### config.mk
export PLATFORM = sky130hd
export DESIGN_NAME = halt_ctrl
export DESIGN_NICKNAME = d
export VERILOG_FILES = /design/src/rtl/halt_ctrl.sv
export SDC_FILE = /design/constraint.sdc
export NUM_CORES = 1
export LEC_CHECK = 0
export CAP_MARGIN = 20
export CORE_MARGIN = 2
export CORE_UTILIZATION = 49
export DETAILED_ROUTE_END_ITERATION = 8
export PLACE_DENSITY = 0.93
export SYNTH_ARGS = -nofsm -noshare
export SYNTH_HDL_FRONTEND = slang
export SYNTH_SLANG_ARGS = --single-unit
### constraint.sdc
create_clock -name clk -period 2.6 [get_ports clk]
set_input_delay 0.78 -clock clk [delete_from_list [all_inputs] [get_ports clk]]
set_output_delay 0.78 -clock clk [all_outputs]
set_load 0.02 [all_outputs]
### src/rtl/halt_ctrl.sv
// halt_ctrl: exit-syscall sequencer (RUN -> KILL -> DRAIN -> MEMWAIT -> HALTED, resume -> RUN).
// Optional cycle/retire statistics counters are compiled in when HALT_CTRL_STATS_EN is defined.
module halt_ctrl #(
  parameter int DRAIN_CYCLES = 4,
  parameter int MAX_WAIT     = 255,
  parameter int CNT_W        = 32
) (
  input  logic             clk,
  input  logic             rst_b,
  input  logic             syscall_halt,
  input  logic [31:0]      halt_pc,
  input  logic             mem_busy,
  input  logic             resume,
`ifdef HALT_CTRL_STATS_EN
  input  logic             instr_retire,
  output logic [CNT_W-1:0] cycle_cnt,
  output logic [CNT_W-1:0] instret_cnt,
`endif
  output logic             fetch_stall,
  output logic             kill_younger,
  output logic             halted,
  output logic             halt_err,
  output logic [31:0]      halt_pc_q
);

  localparam int DW = (DRAIN_CYCLES < 2) ? 1 : $clog2(DRAIN_CYCLES + 1);
  localparam logic [DW-1:0] DRAIN_INIT = DW'(DRAIN_CYCLES);
  localparam logic [7:0]    WAIT_LAST  = 8'(MAX_WAIT - 1);

  typedef enum logic [2:0] {
    RUN     = 3'd0,
    KILL    = 3'd1,
    DRAIN   = 3'd2,
    MEMWAIT = 3'd3,
    HALTED  = 3'd4
  } state_t;

  state_t          state_reg, state_next;
  logic [DW-1:0]   drain_reg, drain_next;
  logic [7:0]      wait_reg, wait_next;
  logic            err_next;
  logic [31:0]     pc_next;

  always_comb begin
    state_next = state_reg;
    drain_next = drain_reg;
    wait_next  = wait_reg;
    err_next   = halt_err;
    pc_next    = halt_pc_q;
    case (state_reg)
      RUN: begin
        if (syscall_halt) begin
          state_next = KILL;
          pc_next    = halt_pc;
        end
      end
      KILL: begin
        if (DRAIN_CYCLES == 0) begin
          state_next = MEMWAIT;
          wait_next  = '0;
        end else begin
          state_next = DRAIN;
          drain_next = DRAIN_INIT;
        end
      end
      DRAIN: begin
        if (drain_reg <= DW'(1)) begin
          state_next = MEMWAIT;
          wait_next  = '0;
        end else begin
          drain_next = drain_reg - DW'(1);
        end
      end
      MEMWAIT: begin
        // An idle memory always wins, even on the cycle the timeout would expire.
        if (!mem_busy) begin
          state_next = HALTED;
          err_next   = 1'b0;
        end else if (wait_reg == WAIT_LAST) begin
          state_next = HALTED;
          err_next   = 1'b1;
        end else begin
          wait_next = wait_reg + 8'd1;
        end
      end
      HALTED: begin
        if (resume) begin
          state_next = RUN;
          err_next   = 1'b0;
        end
      end
      default: begin
        state_next = RUN;
        err_next   = 1'b0;
      end
    endcase
  end

  // Outputs are decoded from the next state so they are registered yet track the state exactly.
  always_ff @(posedge clk or negedge rst_b) begin
    if (!rst_b) begin
      state_reg    <= RUN;
      drain_reg    <= '0;
      wait_reg     <= '0;
      fetch_stall  <= 1'b0;
      kill_younger <= 1'b0;
      halted       <= 1'b0;
      halt_err     <= 1'b0;
      halt_pc_q    <= '0;
    end else begin
      state_reg    <= state_next;
      drain_reg    <= drain_next;
      wait_reg     <= wait_next;
      fetch_stall  <= (state_next != RUN);
      kill_younger <= (state_next == KILL);
      halted       <= (state_next == HALTED);
      halt_err     <= err_next;
      halt_pc_q    <= pc_next;
    end
  end

`ifdef HALT_CTRL_STATS_EN
  always_ff @(posedge clk or negedge rst_b) begin
    if (!rst_b) begin
      cycle_cnt   <= '0;
      instret_cnt <= '0;
    end else if (state_reg == HALTED) begin
      if (resume) begin
        cycle_cnt   <= '0;
        instret_cnt <= '0;
      end
    end else begin
      if (cycle_cnt != '1) cycle_cnt <= cycle_cnt + CNT_W'(1);
      if (instr_retire && (instret_cnt != '1)) instret_cnt <= instret_cnt + CNT_W'(1);
    end
  end

`ifndef SYNTHESIS
  logic halted_d;
  always @(posedge clk) begin
    halted_d <= halted;
    if (halted && !halted_d)
      $display("halt_ctrl: halted pc=%h cycles=%0d instret=%0d", halt_pc_q, cycle_cnt, instret_cnt);
  end
`endif
`endif

endmodule

### Word-level counts from Yosys, hierarchy flattened

Cells that the tools add are included.

* add/subtract/negate cells: 2
* order comparisons: 1
* equal/unequal tests: 13
* multiplexer cells: 16
* bitwise gates (word level): 1
* reductions and logical operators: 9

Operators by type and width (number)
* $mux 8: 3
* $mux 3: 6
* $pmux 8 s2: 1
* $pmux 3 s5: 1
* $ne 2x2->1 const B: 5
* $add 8x1->8 const B: 1
* $eq 8x8->1 const B: 1
* $eq 3x1->1 const B: 2
* $eq 3x2->1 const B: 2
* $eq 3x3->1 const B: 2
* $pmux 3 s2: 1
* $reduce_and 2->1: 2
* $reduce_and 4->1: 1
* $reduce_bool 2->1: 2
* $le 3x1->1 const B: 1
* $logic_not 3->1: 1
* $mux 1: 3
* $ne 3x3->1 const B: 1
* $pmux 1 s3: 1
* $reduce_and 3->1: 1
* $reduce_bool 3->1: 1
* $reduce_or 3->1: 1
* $sub 3x1->3 const B: 1
* $not 1->1: 1

* bits in registers: 50
* bits of input ports: 37
* output and inout bits: 36
* word-level logic and storage cells: 50

### Logic depth before layout (Yosys ltp)

* depth after elaboration: 5
* mapped depth: 7
* gate-level depth less buffers: 6

### Least setup slack after synthesis

Ideal clock, no wire load.

* kind: input-to-reg
* start point: input port syscall_halt
* end point: register halt_pc_q[0]
* arrival time: 1597 ps
* required time: 2475 ps
* setup slack: 878 ps
* stages: 4
* cells stage by stage: and3_1 -> buf_2 -> buf_2 -> mux2_2

* cells in the longest elaborated chain, start to end: 1

Ends and longest elaborated chain
* start: declaration: RTL line 10 `input logic syscall_halt,`
* $reduce_and 2->1 (no line)
* end signal: assignment: RTL line 118 `halt_pc_q <= pc_next;`
* end: declaration: RTL line 23 `output logic [31:0] halt_pc_q`

No other way between the ends.
A chain may end at the register's enable or synchronous reset.

### Final worst setup path

* start point: register halt_pc_q[17]
* end point: output port halt_pc_q[17]

No word-level cell between the ends.

==> flow_summary_export.csv <==
group,metric,value,unit
layout,drive_above_1_share,0.188,
yosys,synth_commonest_cells,"dfrtp_1 (50), mux2_2 (34), nand3_1 (9), o21ai_0 (9), nand2_1 (8)",
timing,fmax,0.488,GHz
worst_setup_path,reg2reg_slack,0.76,ns
global_routing,grt_usage,0.198,
placement,place_hpwl,3230,um
clock_network,clock_path_buffers,2,
layout,largest_reg_flops,32,
yosys,async_flop_share,1.00,
yosys,yosysWarningCount,0,
global_routing,overflow,0,
yosys,synth.net_count,212,
power,leakage,1.28,nW
floorplanning,placementRows,24,
timing,worst_pin_slew,0.612,ns
layout,antenna_cells,0,
worst_setup_path,max_stage_delay,0.62,ns
clock_network,post_cts_buffers,0,
drt,wire_per_inst,15.3,um
yosys,yosysMostFrequentCell,"dfrtp_1",
timing,layout_setup_ws,0.551,ns
yosys,synth_xor_area_frac,0,
yosys,synthSimpleGateAreaFrac,0.105,
drt,drt-initial-drc-count,48,
timing,fin_crit_sh,0.788,
yosys,ys_ff_latch,50,
yosys,synthTopCellsByArea,"dfrtp_1 (58%), mux2_2 (18%), ha_1 (2.3%)",
clock_network,hold_buffers,0,
timing,fin_worst_skew,0.00586,ns
worst_setup_path,start_kind,"flop",
timing,slew-limit-headroom,0.592,
yosys,synth.top_cell.area_share,0.578,
yosys,synth_compound_area_frac,0.0798,
worst_setup_path,worstPathArrival,1.27,ns
worst_setup_path,path_cells,"clkdlybuf4s50_1",
clock_network,cts_tree,"done",
layout,syn_to_final_growth,40.1,%
drt,firstDrtPassIters,4,
global_routing,antenna_found_initial,0,
worst_setup_path,slowest_stage,"clkdlybuf4s50_1",
layout,fin_nets,285,
yosys,synthAdderAreaFrac,0.0231,
worst_setup_path,r2r-start,"state_reg[0]",
global_routing,first_global_vias,1698,
worst_setup_path,cp_max_fo,2,
placement,gp_congestion,0.741,
worst_setup_path,critPathKind,"reg -> out",
yosys,synth_edf_count,0,
layout,fin_cells,297,
global_routing,grt_max_degree,35,
yosys,postSynthAreaPerCell,12.7,um2
yosys,synth.distinct_cells,34,
outcome,status,"finished clean",
yosys,synth-seq-area-share,0.578,
worst_setup_path,setup.worst_path.start,"halt_pc_q[17]",
placement,numPortBuffers,72,
drt,viasPerCell,5.48,
power,ir_worst_vdd,694,uV
worst_setup_path,crit_end,"halt_pc_q[17]",
worst_setup_path,worstReg2RegEnd,"wait_reg[3]",
global_routing,grt_first_pass_wirelength,7710,um
placement,dp_cells,289,
clock_network,cts_max_level,2,
drt,num_vias,1627,
yosys,synth_top_area_cell,"dfrtp_1",
power,finalPower,0.00349,W
run,max_cap_violations,0,
clock_network,clk-insertion-delay-late,0.29,ns
worst_setup_path,cp.depth,1,
floorplanning,dieArea,4960,um2
timing,slew_violations,0,
worst_setup_path,critPathBufInv,1,
worst_setup_path,cp.required,1.82,ns
clock_network,cts_buffers,5,
timing,setup_viol,0,
drt,wl,4530,um
yosys,synth_cells,171,
floorplanning,io-pin-count,73,
power,power.density,1150,nW/um2
placement,pre_cts_ws,0.291,ns
clock_network,cts_sinks,50,
worst_setup_path,critPathTopFamily,"buffers and inverters",
yosys,muxShareOfSynthArea,0.182,
timing,finalHoldViolCount,0,
timing,rsz0062_at_grt,"false",
yosys,synthesis.area,2160,um2
clock_network,cts_resized,0,
clock_network,clk_pin_slew,0.09,ns
yosys,synth_top_family_by_area,"multiplexers",
yosys,synth_ff_type,"dfrtp_1",
clock_network,clockRootBuffer,"clkbuf_8",
drt,ant_nets,0,
min_path,hold_class,"in -> async",
floorplanning,fp.dieH,70.4,um
floorplanning,fp.coreArea,4290,um2
drt,drcViolationCount,0,
floorplanning,die_x,70.4,um
floorplanning,start_util,0.504,
timing,tns,0,ns
worst_setup_path,r2r_cells,4,
layout,fin_util,0.706,
worst_setup_path,critPathCaptureType,"primary output",
timing,period_minus_slack,2.05,ns
==> where the power goes <==
| part | switching (W) | internal [W] |
|---|---|---|
| logic | 0.000795 | 0.000901 |
| clock network | 0.000240 | 0.000215 |
| registers | 0.000228 | 0.00111 |
==> final cells by class <==
cell class,instances,area (um2)
fill,315,1260
sequential,50,1250
multi-input combinational,106,842
timing repair buffer,74,756
clock buffer,7,86.3
tap,52,65.1
inverter,7,26.3
clock inverter,1,5.00
==> logic make-up after synthesis <==
family	after synthesis
compound gates	26
fa+ha+maj	4
buf+inv	15
flops	50
simple gates	41
mux	35
==> worst min path at each step <==
stage	to	slack, ns
2_1_floorplan	wait_reg[4]	0.46
3_3_place_gp	halt_pc_q[28]	0.49
3_5_place_dp	wait_reg[4]	0.49
4_1_cts	state_reg[1]	0.51
5_1_grt	halt_pc_q[10]	0.53
6_report	state_reg[1]	0.48
==> per-layer routing <==
metal	GRT usage	share of wire	vias to the layer above
met3	0.0534	0.063	11
met5	0	0	-
met2	0.345	0.50	61
met1	0.222	0.40	789
li1	-	-	766
met4	0.0983	0.030	0
==> cell usage in the layout (no fill, tap or decap), types with 2 or more instances in the layout <==
cell / count
and3_1: 4
buf_12: 2
clkbuf_8: 6
dfrtp_1: 50
nand2_1: 8
nor2_1: 3
clkdlybuf4s50_1: 71
o31ai_1: 3
or4_1: 5
nor3_1: 3
a21oi_1: 5
mux2_2: 34
inv_1: 7
o21ai_0: 9
ha_1: 4
nand3_1: 9
o211ai_1: 2
==> stage by stage <==
stage | hold slack, ns | cell area (um2)
global placement | 0.488 | 2940
finish | 0.483 | 3030
global route | 0.527 | 3030
floorplan | 0.462 | 2160
detailed placement | 0.493 | 2940
CTS | 0.506 | 3030
No activity file was read; power rests on OpenSTA's default activity.
